### src/rtl/dpram_bist_pkg.sv
// dpram_bist_pkg: shared states and default geometry for the dual-port RAM march BIST.
package dpram_bist_pkg;
    typedef enum logic [2:0] {IDLE, M0, M1, M2, M3, DONE} state_t;
    localparam int DEF_ADDR_W = 6;
    localparam int DEF_DATA_W = 8;
    localparam logic [7:0] DEF_PATTERN = 8'h55;
    localparam int DEPTH = 2 ** DEF_ADDR_W;
    localparam int DONE_CYCLE = 4 * DEPTH + 4;
endpackage

### src/rtl/dpram_bist_cmp.sv
// dpram_bist_cmp: read-data compare with sticky first-fail capture and pass flag.
module dpram_bist_cmp
    import dpram_bist_pkg::*;
#(
    parameter int ADDR_W = DEF_ADDR_W,
    parameter int DATA_W = DEF_DATA_W
) (
    input  logic              clk,
    input  logic              rst,
    input  logic              clr,
    input  logic              en,
    input  logic [DATA_W-1:0] expected,
    input  logic [DATA_W-1:0] data,
    input  logic [ADDR_W-1:0] addr,
    output logic              pass,
    output logic [ADDR_W-1:0] fail_addr,
    output logic [DATA_W-1:0] fail_data
);
    always_ff @(posedge clk) begin
        if (rst) begin
            pass <= 1'b0;
            fail_addr <= '0;
            fail_data <= '0;
        end else if (clr) begin
            pass <= 1'b1;
            fail_addr <= '0;
            fail_data <= '0;
        end else if (en && pass && data != expected) begin
            pass <= 1'b0;
            fail_addr <= addr;
            fail_data <= data;
        end
    end
endmodule

### src/rtl/dpram_bist_ctrl.sv
// dpram_bist_ctrl: four-element march controller driving both ports of a dual-port RAM.
module dpram_bist_ctrl
    import dpram_bist_pkg::*;
#(
    parameter int ADDR_W = DEF_ADDR_W,
    parameter int DATA_W = DEF_DATA_W,
    parameter logic [DATA_W-1:0] PATTERN = DATA_W'(DEF_PATTERN)
) (
    input  logic              clk,
    input  logic              rst,
    input  logic              start,
    output logic              busy,
    output logic              done,
    output logic              pass,
    output logic [ADDR_W-1:0] fail_addr,
    output logic [DATA_W-1:0] fail_data,
    output logic [DATA_W-1:0] datain1,
    output logic [ADDR_W-1:0] addr1,
    output logic              we1,
    output logic [DATA_W-1:0] datain2,
    output logic [ADDR_W-1:0] addr2,
    output logic              we2,
    input  logic [DATA_W-1:0] dout1,
    input  logic [DATA_W-1:0] dout2
);
    localparam logic [ADDR_W-1:0] LAST = '1;
    localparam logic [ADDR_W-1:0] ZERO = '0;
    state_t state, state_n;
    logic [ADDR_W-1:0] cnt, cnt_n, cmp_addr, addr1_n, addr2_n;
    logic [DATA_W-1:0] datain1_n;
    logic drain, drain_n, asc, cmp_en, m12_n, we1_n;
    assign datain2 = '0;
    assign we2 = 1'b0;
    assign asc = state != M2;
    // The first cycle of a read element has no data back yet; the drain cycle catches the last read.
    assign cmp_en = (state == M1 || state == M2 || state == M3) && (drain || cnt != (asc ? ZERO : LAST));
    assign cmp_addr = drain ? cnt : asc ? cnt - 1'b1 : cnt + 1'b1;
    always_comb begin
        state_n = state;
        cnt_n = cnt;
        drain_n = drain;
        case (state)
            IDLE: if (start) begin
                state_n = M0;
                cnt_n = '0;
                drain_n = 1'b0;
            end
            M0: begin
                cnt_n = cnt + 1'b1;
                if (cnt == LAST) state_n = M1;
            end
            M1, M3: if (drain) begin
                state_n = state == M1 ? M2 : DONE;
                drain_n = 1'b0;
            end else if (cnt == LAST) drain_n = 1'b1;
            else cnt_n = cnt + 1'b1;
            M2: if (drain) begin
                state_n = M3;
                drain_n = 1'b0;
            end else if (cnt == ZERO) drain_n = 1'b1;
            else cnt_n = cnt - 1'b1;
            default: state_n = IDLE;
        endcase
    end
    // Port outputs are decoded from the next state so they register in step with it.
    // Write-back trails the port-2 read by one address; the drain read is steered away from it.
    assign m12_n = state_n == M1 || state_n == M2;
    assign we1_n = state_n == M0 || (m12_n && (drain_n || cnt_n != (state_n == M2 ? LAST : ZERO)));
    assign addr1_n = (m12_n && !drain_n) ? (state_n == M2 ? cnt_n + 1'b1 : cnt_n - 1'b1) : cnt_n;
    assign addr2_n = m12_n ? (drain_n ? ~cnt_n : cnt_n) : '0;
    assign datain1_n = (state_n == M0 || state_n == M2) ? PATTERN : state_n == M1 ? ~PATTERN : '0;
    always_ff @(posedge clk) begin
        if (rst) begin
            state <= IDLE;
            cnt <= '0;
            drain <= 1'b0;
            busy <= 1'b0;
            done <= 1'b0;
            we1 <= 1'b0;
            addr1 <= '0;
            addr2 <= '0;
            datain1 <= '0;
        end else begin
            state <= state_n;
            cnt <= cnt_n;
            drain <= drain_n;
            busy <= state_n inside {M0, M1, M2, M3};
            done <= state_n == DONE;
            we1 <= we1_n;
            addr1 <= addr1_n;
            addr2 <= addr2_n;
            datain1 <= datain1_n;
        end
    end
    dpram_bist_cmp #(.ADDR_W(ADDR_W), .DATA_W(DATA_W)) u_cmp (
        .clk(clk),
        .rst(rst),
        .clr(state == IDLE && start),
        .en(cmp_en),
        .expected(state == M2 ? ~PATTERN : PATTERN),
        .data(state == M3 ? dout1 : dout2),
        .addr(cmp_addr),
        .pass(pass),
        .fail_addr(fail_addr),
        .fail_data(fail_data)
    );
endmodule

### config.mk
export PLATFORM = sky130hd
export DESIGN_NAME = dpram_bist_ctrl
export DESIGN_NICKNAME = d
export VERILOG_FILES = /design/src/rtl/dpram_bist_pkg.sv /design/src/rtl/dpram_bist_cmp.sv /design/src/rtl/dpram_bist_ctrl.sv
export SDC_FILE = /design/constraint.sdc
export NUM_CORES = 1
export LEC_CHECK = 0
export ABC_AREA = 1
export CAP_MARGIN = 20
export CORE_MARGIN = 4
export CORE_UTILIZATION = 51
export DETAILED_ROUTE_END_ITERATION = 10
export GPL_TIMING_DRIVEN = 0
export PLACE_DENSITY = 0.91
export SLEW_MARGIN = 20
export SYNTH_ARGS = -nofsm -noshare
export SYNTH_HDL_FRONTEND = slang
export SYNTH_HIERARCHICAL = 1
export SYNTH_SLANG_ARGS = --single-unit
### constraint.sdc
create_clock -name clk -period 3.1 [get_ports clk]
set_input_delay 0.62 -clock clk [delete_from_list [all_inputs] [get_ports clk]]
set_output_delay 0.62 -clock clk [all_outputs]
set_load 0.05 [all_outputs]
==> results of run 1 <==
## per-stage QoR
step           instance area [um2]  setup slack [ns]  cells  utilization (%)  power (mW)
3_3_place_gp                  3581            0.1659    553            65.03      0.8963
3_5_place_dp                  3581            0.1312    553            65.03      0.9030
6_report                      3695            0.2739    561            67.10       1.335
2_1_floorplan                 2930            0.7259    425                -      0.8146
5_1_grt                       3695           0.03833    561            67.10       1.391
4_1_cts                       3695            0.3089    561            67.10       1.337
## layout by cell type, fill, tap and decap left out, types with 4 or more instances in the layout
cell type        netlist  final
nand2_1               98     98
clkdlybuf4s50_1        0     56
nor2_1                44     44
dfxtp_1               42     42
inv_1                 40     40
nand3_1               21     21
a21oi_1               18     18
buf_4                 17     17
a21oi_2               12     12
inv_2                 11     11
nand3b_1              11     11
o21ai_0               10     10
nand2_2                9      9
conb_1                 1      9
mux2_2                 8      8
xnor2_1                7      7
ha_1                   6      6
nand2_4                5      5
nand4_1                5      5
nand3_2                5      5
nor3_1                 5      5
clkbuf_8               0      5
buf_2                  4      4
o21ai_1                4      4
xor2_1                 4      4
## area by class of cell
class | instances | area, um2
repair buffers | 56 | 560.5
fillers | 456 | 1812
plain buffers | 27 | 186.4
clock buffers | 5 | 68.82
multi-input cells | 305 | 1712
inverters | 51 | 191.4
clock inverters | 3 | 45.04
well taps | 72 | 90.09
flip-flops and latches | 42 | 840.8
## worst paths after layout
check / from / to / depth (start not counted)
max reg2reg: cnt[0] / addr1[4] / 15
min reg2reg: u_cmp/fail_addr[2] / u_cmp/fail_addr[2] / 2
max: cnt[0] / addr1[4] / 15
min: u_cmp/fail_addr[2] / u_cmp/fail_addr[2] / 2
## flip-flops by register name, summed over array words and instances (netlist names)
name / cells
u_cmp/fail_data: 8
addr2: 6
drain: 1
we1: 1
addr1: 6
datain1: 2
state: 3
u_cmp/fail_addr: 6
done: 1
cnt: 6
busy: 1
u_cmp/pass: 1
## layer usage
layer / vias up / wire length (um) / track usage, %
met2: 99 / 4065 / 43.66
met4: 0 / 188 / 7.749
li1: 1458 / - / -
met1: 1323 / 2992 / 23.20
met3: 17 / 493 / 4.365
met5: - / 0 / 0
## critical path, stage by stage (launching register included)
cell,delay [ns]
dfxtp_1,0.34
clkbuf_2,0.21
inv_1,0.13
ha_1,0.28
nand3_2,0.13
inv_1,0.06
o21ai_1,0.13
nand3_1,0.12
nand2_1,0.10
nand2_1,0.18
fa_1,0.50
nand3_1,0.09
nand2_1,0.06
xor2_1,0.15
o21ai_0,0.16
nor2_1,0.07
## power breakdown
part	switching, mW	internal [mW]	leakage (nW)	total, mW
sequential	0.00949	0.551	0.340	0.560
clock	0.201	0.240	0.0504	0.440
combinational	0.204	0.130	1.23	0.334
total	0.415	0.920	1.62	1.33
## logic make-up (layout without fill, tap and decap cells)
group                    after synthesis  count (layout)  share of synthesized area [%]
AO/OA/AOI/OAI                         59              59                          13.33
XOR/XNOR                              11              11                          3.322
adder cells (fa/ha/maj)                7               7                          3.279
buffers and inverters                 78             142                          13.03
flip-flops                            42              42                          28.99
multiplexers                           8               8                          3.106
other                                  1               9                         0.1293
AND/OR/NAND/NOR                      211             211                          34.81
## cell usage after synthesis (all sizes together)
master,instances,area share (%)
nand4,5,1.1
o211ai,3,0.95
inv,51,6.6
a31oi,2,0.43
o221ai,1,0.30
o31ai,1,0.26
xnor2,7,2.1
fa,1,0.69
dfxtp,42,29
nor4,1,0.22
clkbuf,4,0.56
mux2,8,3.1
o22ai,2,0.43
a21boi,1,0.39
xor2,4,1.2
a221oi,1,0.30
conb,1,0.13
nand2,112,17
ha,6,2.6
nand3b,12,3.2
a211oi,1,0.26
or2,1,0.22
a21oi,30,6.7
nand3,26,5.3
o21ai,16,3.0
nor2,49,7.3
buf,23,5.9
o21bai,1,0.26
nor3,5,0.86
==> results.md, run 1 <==
- Clk buf depth: 2
- CTS tree: built
- Startpoint Class: flip-flop
- Post-CTS Resized: 0
- Mapped Cells: 417
- Element type at the critical path end: flip-flop
- Post CTS Setup Buffer Count: 0
- GRT Total Usage: 22.26%
- Clock root buffer: clkbuf_8
- Clk pin slew, worst setup/hold paths: 0.09 ns
- Avg Inst Size Synth: 6.955 um2
- Power per cell area: 361.3 mW/mm2
- Post-route ant nets: 0
- First-pass DRT Iterations: 4
- Static leakage: 1.621 nW
- Grt ovf: 0
- Status: completed
- CTS H-tree lvls: 2
- Initial Util: 52.67%
- Largest net degree at the start of global routing: 15
- Final min period: 2.826 ns
- CTS Buf Count: 5
- Via count: 2897
- #FFs+latches synth: 42
- DP HPWL: 6162 um
- RSZ-0062 raised after global routing: no
- Final hold vios: 0
- Worst EP arrival: 3.02 ns
- Synth unique cells: 43
- Synthesis-to-layout area growth: 27.39%
- Chip height: 83.41 um
- CTS sink count: 42
- I/O pins: 66
- Routed wire length: 7740 um
- Reg2Reg Setup Slack: 0.27 ns
- Slew Limit Fails: 0
- Final nets: 514
- Port Buffers: 56
- Drt wl/cell: 13.80 um
- Number of max-cap violations: 0
- Yosys warning count: 6
- Setup CP Type: reg2reg
- Synthesized area: 0.002900 mm2
- Register area share after synthesis: 28.99%
- Fmax: 0.3538 GHz
- Core area: 0.005507 mm2
- WHS: 0.4907 ns
- Share of cells above drive strength 1: 18.81%
- Hold bufs inserted after CTS: 0
- DRC: 0
- First-pass GRT wire length: 13010 um
- Via/cell ratio: 5.164
- Skew final: 0.003627 ns
- Slew @ Worst Pin: 0.5066 ns
- Clk_lat worst skew: 0.30 ns
- Vias in the first global route: 2914
- Tightest Hold Check Type: reg2reg
- Die Span X: 83.41 um
- Initial DRC Count: 204
- Headroom to the max-slew limit: 66.12%
- Period Utilization, post-route: 91.17%
- Setup violations, final: 0
- Worst IR drop on VDD: 234.8 uV
- Floorplan row count: 27
- Initial antenna violation count: 0
- Critical Path RT: 3.30 ns
- RD Place Congestion: 0.8725
- Crit Path Max Fanout: 7
- Die area: 0.006957 mm2
- Ant diodes: 0
- Post-route setup TNS: 0 ns
Note: power is estimated with default switching activity, not from simulation.
==> run 2: changes to the inputs <==
Settings changed: PLACE_DENSITY 0.91 to 0.78.
==> run 2 against run 1 <==
Compared with the run above:
- setup slack got worse by 0.023 ns
- sequential power barely moved
- wire length fell by 1.1%
- critical path type unchanged
- highest routed layer unchanged
==> results.md, run 2 (synthesis gave the netlist of run 1 again) <==
- CTS H-tree lvls: 2
- Post-route ant nets: 0
- Startpoint Class: flip-flop
- CTS Buf Count: 5
- Chip height: 83.41 um
- Final min period: 2.849 ns
- Hold bufs inserted after CTS: 0
- CTS sink count: 42
- Drt wl/cell: 13.67 um
- Post-route setup TNS: 0 ns
- Max layer used: met4
- Die area: 0.006957 mm2
- DP HPWL: 6103 um
- Status: completed
- I/O pins: 66
- Fmax: 0.3510 GHz
- Port Buffers: 56
- Fillcell total: 510
- Vias in the first global route: 2822
- RSZ-0062 raised after global routing: no
- Multi-input logic area: 0.001724 mm2
- Commonest cells after routing, fill and taps aside: nand2_1 (98), clkdlybuf4s50_1 (56), nor2_1 (44), dfxtp_1 (42), inv_1 (40)
- Final nets: 514
- Largest net degree at the start of global routing: 14
- CTS tree: built
- Via count: 2938
- Setup violations, final: 0
- Initial DRC Count: 219
- Power per cell area: 361.7 mW/mm2
- Routed wire length: 7654 um
- Share of cells above drive strength 1: 18.85%
- Slew @ Worst Pin: 0.5113 ns
- Ant diodes: 0
- Sequential Power Share: 41.8%
- Biggest register: u_cmp/fail_data
- Die Span X: 83.41 um
- Clock share of power: 33.2%
- Initial Util: 52.67%
- Skew final: 0.005302 ns
- Final hold vios: 0
- Grt ovf: 0
- Max reg flops: 8
- Headroom to the max-slew limit: 65.81%
- Tightest Hold Check Type: reg2reg
- DP Worst Slack: 0.1707 ns
- Slew Limit Fails: 0
- Period Utilization, post-route: 91.91%
- Worst IR drop on VDD: 245.2 uV
- RD Place Congestion: 0.9046
- Worst Slack Setup Final: 0.2509 ns
- Seq. cell area: 840.8 um2
- Clk pin slew, worst setup/hold paths: 0.08 ns
- Comb power frac: 25.0%
- GRT Total Usage: 22.18%
- Critical Path RT: 3.35 ns
- Core area: 0.005507 mm2
- Met2 routed WL: 3744 um
- Commonest non-fill, non-tap cell in the layout: nand2_1
- Post-route cell area: 0.003706 mm2
- Met1 WL: 3249 um
- Static leakage: 1.629 nW
- Initial antenna violation count: 0
- Worst EP arrival: 3.10 ns
- Hold path start: u_cmp/fail_data[3]
- DRC: 0
- Met3 Routed Length: 512 um
- Placed cell area: 0.003581 mm2
- Clock root buffer: clkbuf_8
- Synthesis-to-layout area growth: 27.78%
- Crit Path Max Fanout: 7
- Number of max-cap violations: 0
- First-pass GRT wire length: 12850 um
- Clk_lat worst skew: 0.29 ns
- Total net switching power: 402.0 uW
- Element type at the critical path end: flip-flop
- Internal: 938.5 uW
- Clk buf depth: 2
- First-pass DRT Iterations: 5
- Via/cell ratio: 5.246
- Floorplan row count: 27
- Crit. Startpoint: cnt[0]
- Switching share of power: 29.99%
- Setup CP Type: reg2reg
- RR Startpoint: cnt[0]
run 2: layout make-up:
type                    instances  share of cell area, %
clock buffers                   6                  2.228
multi-input cells             305                  46.52
inverters                      51                  5.165
flip-flops and latches         42                  22.69
clock inverters                 1                 0.8103
plain buffers                  27                  5.030
repair buffers                 56                  15.12
well taps                      72                  2.431
run 2: stage by stage:
step / hold WS [ns] / power, mW / instances / utilization (%)
2_1_floorplan: 0.6020 / 0.8146 / 425 / -
3_3_place_gp: 0.4685 / 0.8946 / 553 / 65.03
3_5_place_dp: 0.4741 / 0.8989 / 553 / 65.03
4_1_cts: 0.4929 / 1.339 / 560 / 67.08
5_1_grt: 0.5091 / 1.404 / 560 / 67.30
6_report: 0.4870 / 1.341 / 560 / 67.30
run 2: final timing paths:
check / end / slack, ns / cells past startpoint
max: addr1[5] / 0.25 / 19
min: u_cmp/fail_data[3] / 0.49 / 2
max reg2reg: addr1[5] / 0.25 / 19
min reg2reg: u_cmp/fail_data[3] / 0.49 / 2
run 2: per-layer routing:
metal	up-vias	track usage [%]
met1	1345	27.58
met5	-	0
met4	0	8.333
met2	115	36.88
li1	1462	-
met3	16	5.655
run 2: timing repair:
action / CTS / global route
endpoints found under the setup margin: 0 / 1
buffers inserted: 0 / 0
gates resized for setup: 0 / 1
run 2: power by group through the flow:
stage / logic [mW] / clock network (mW) / registers (mW)
final: 0.335 / 0.445 / 0.560
after global routing: 0.364 / 0.478 / 0.562
after detailed placement: 0.326 / 0 / 0.573
after CTS: 0.328 / 0.451 / 0.560
after global placement: 0.323 / 0 / 0.572
after floorplan: 0.219 / 0 / 0.596
run 2: critical path: stages (launching register included):
cell and delay, ns:
dfxtp_1 0.32, clkbuf_2 0.18, inv_1 0.19, ha_1 0.27, nand3_2 0.16, nand2_1 0.10
inv_1 0.06, nand2_1 0.06, o211ai_1 0.10, o21ai_2 0.10, nand3_1 0.23, ha_4 0.36
nand2_1 0.08, o21ai_0 0.20, inv_1 0.08, nand2_1 0.07, nand3_1 0.06, nand3_1 0.08
nand2_1 0.06, inv_1 0.05
==> run 3: changes to the inputs <==
Settings changed: CAP_MARGIN 20 to unset.
==> results of run 3 <==
Same layout as run 2: the final DEF is identical, and so are final timing and power.
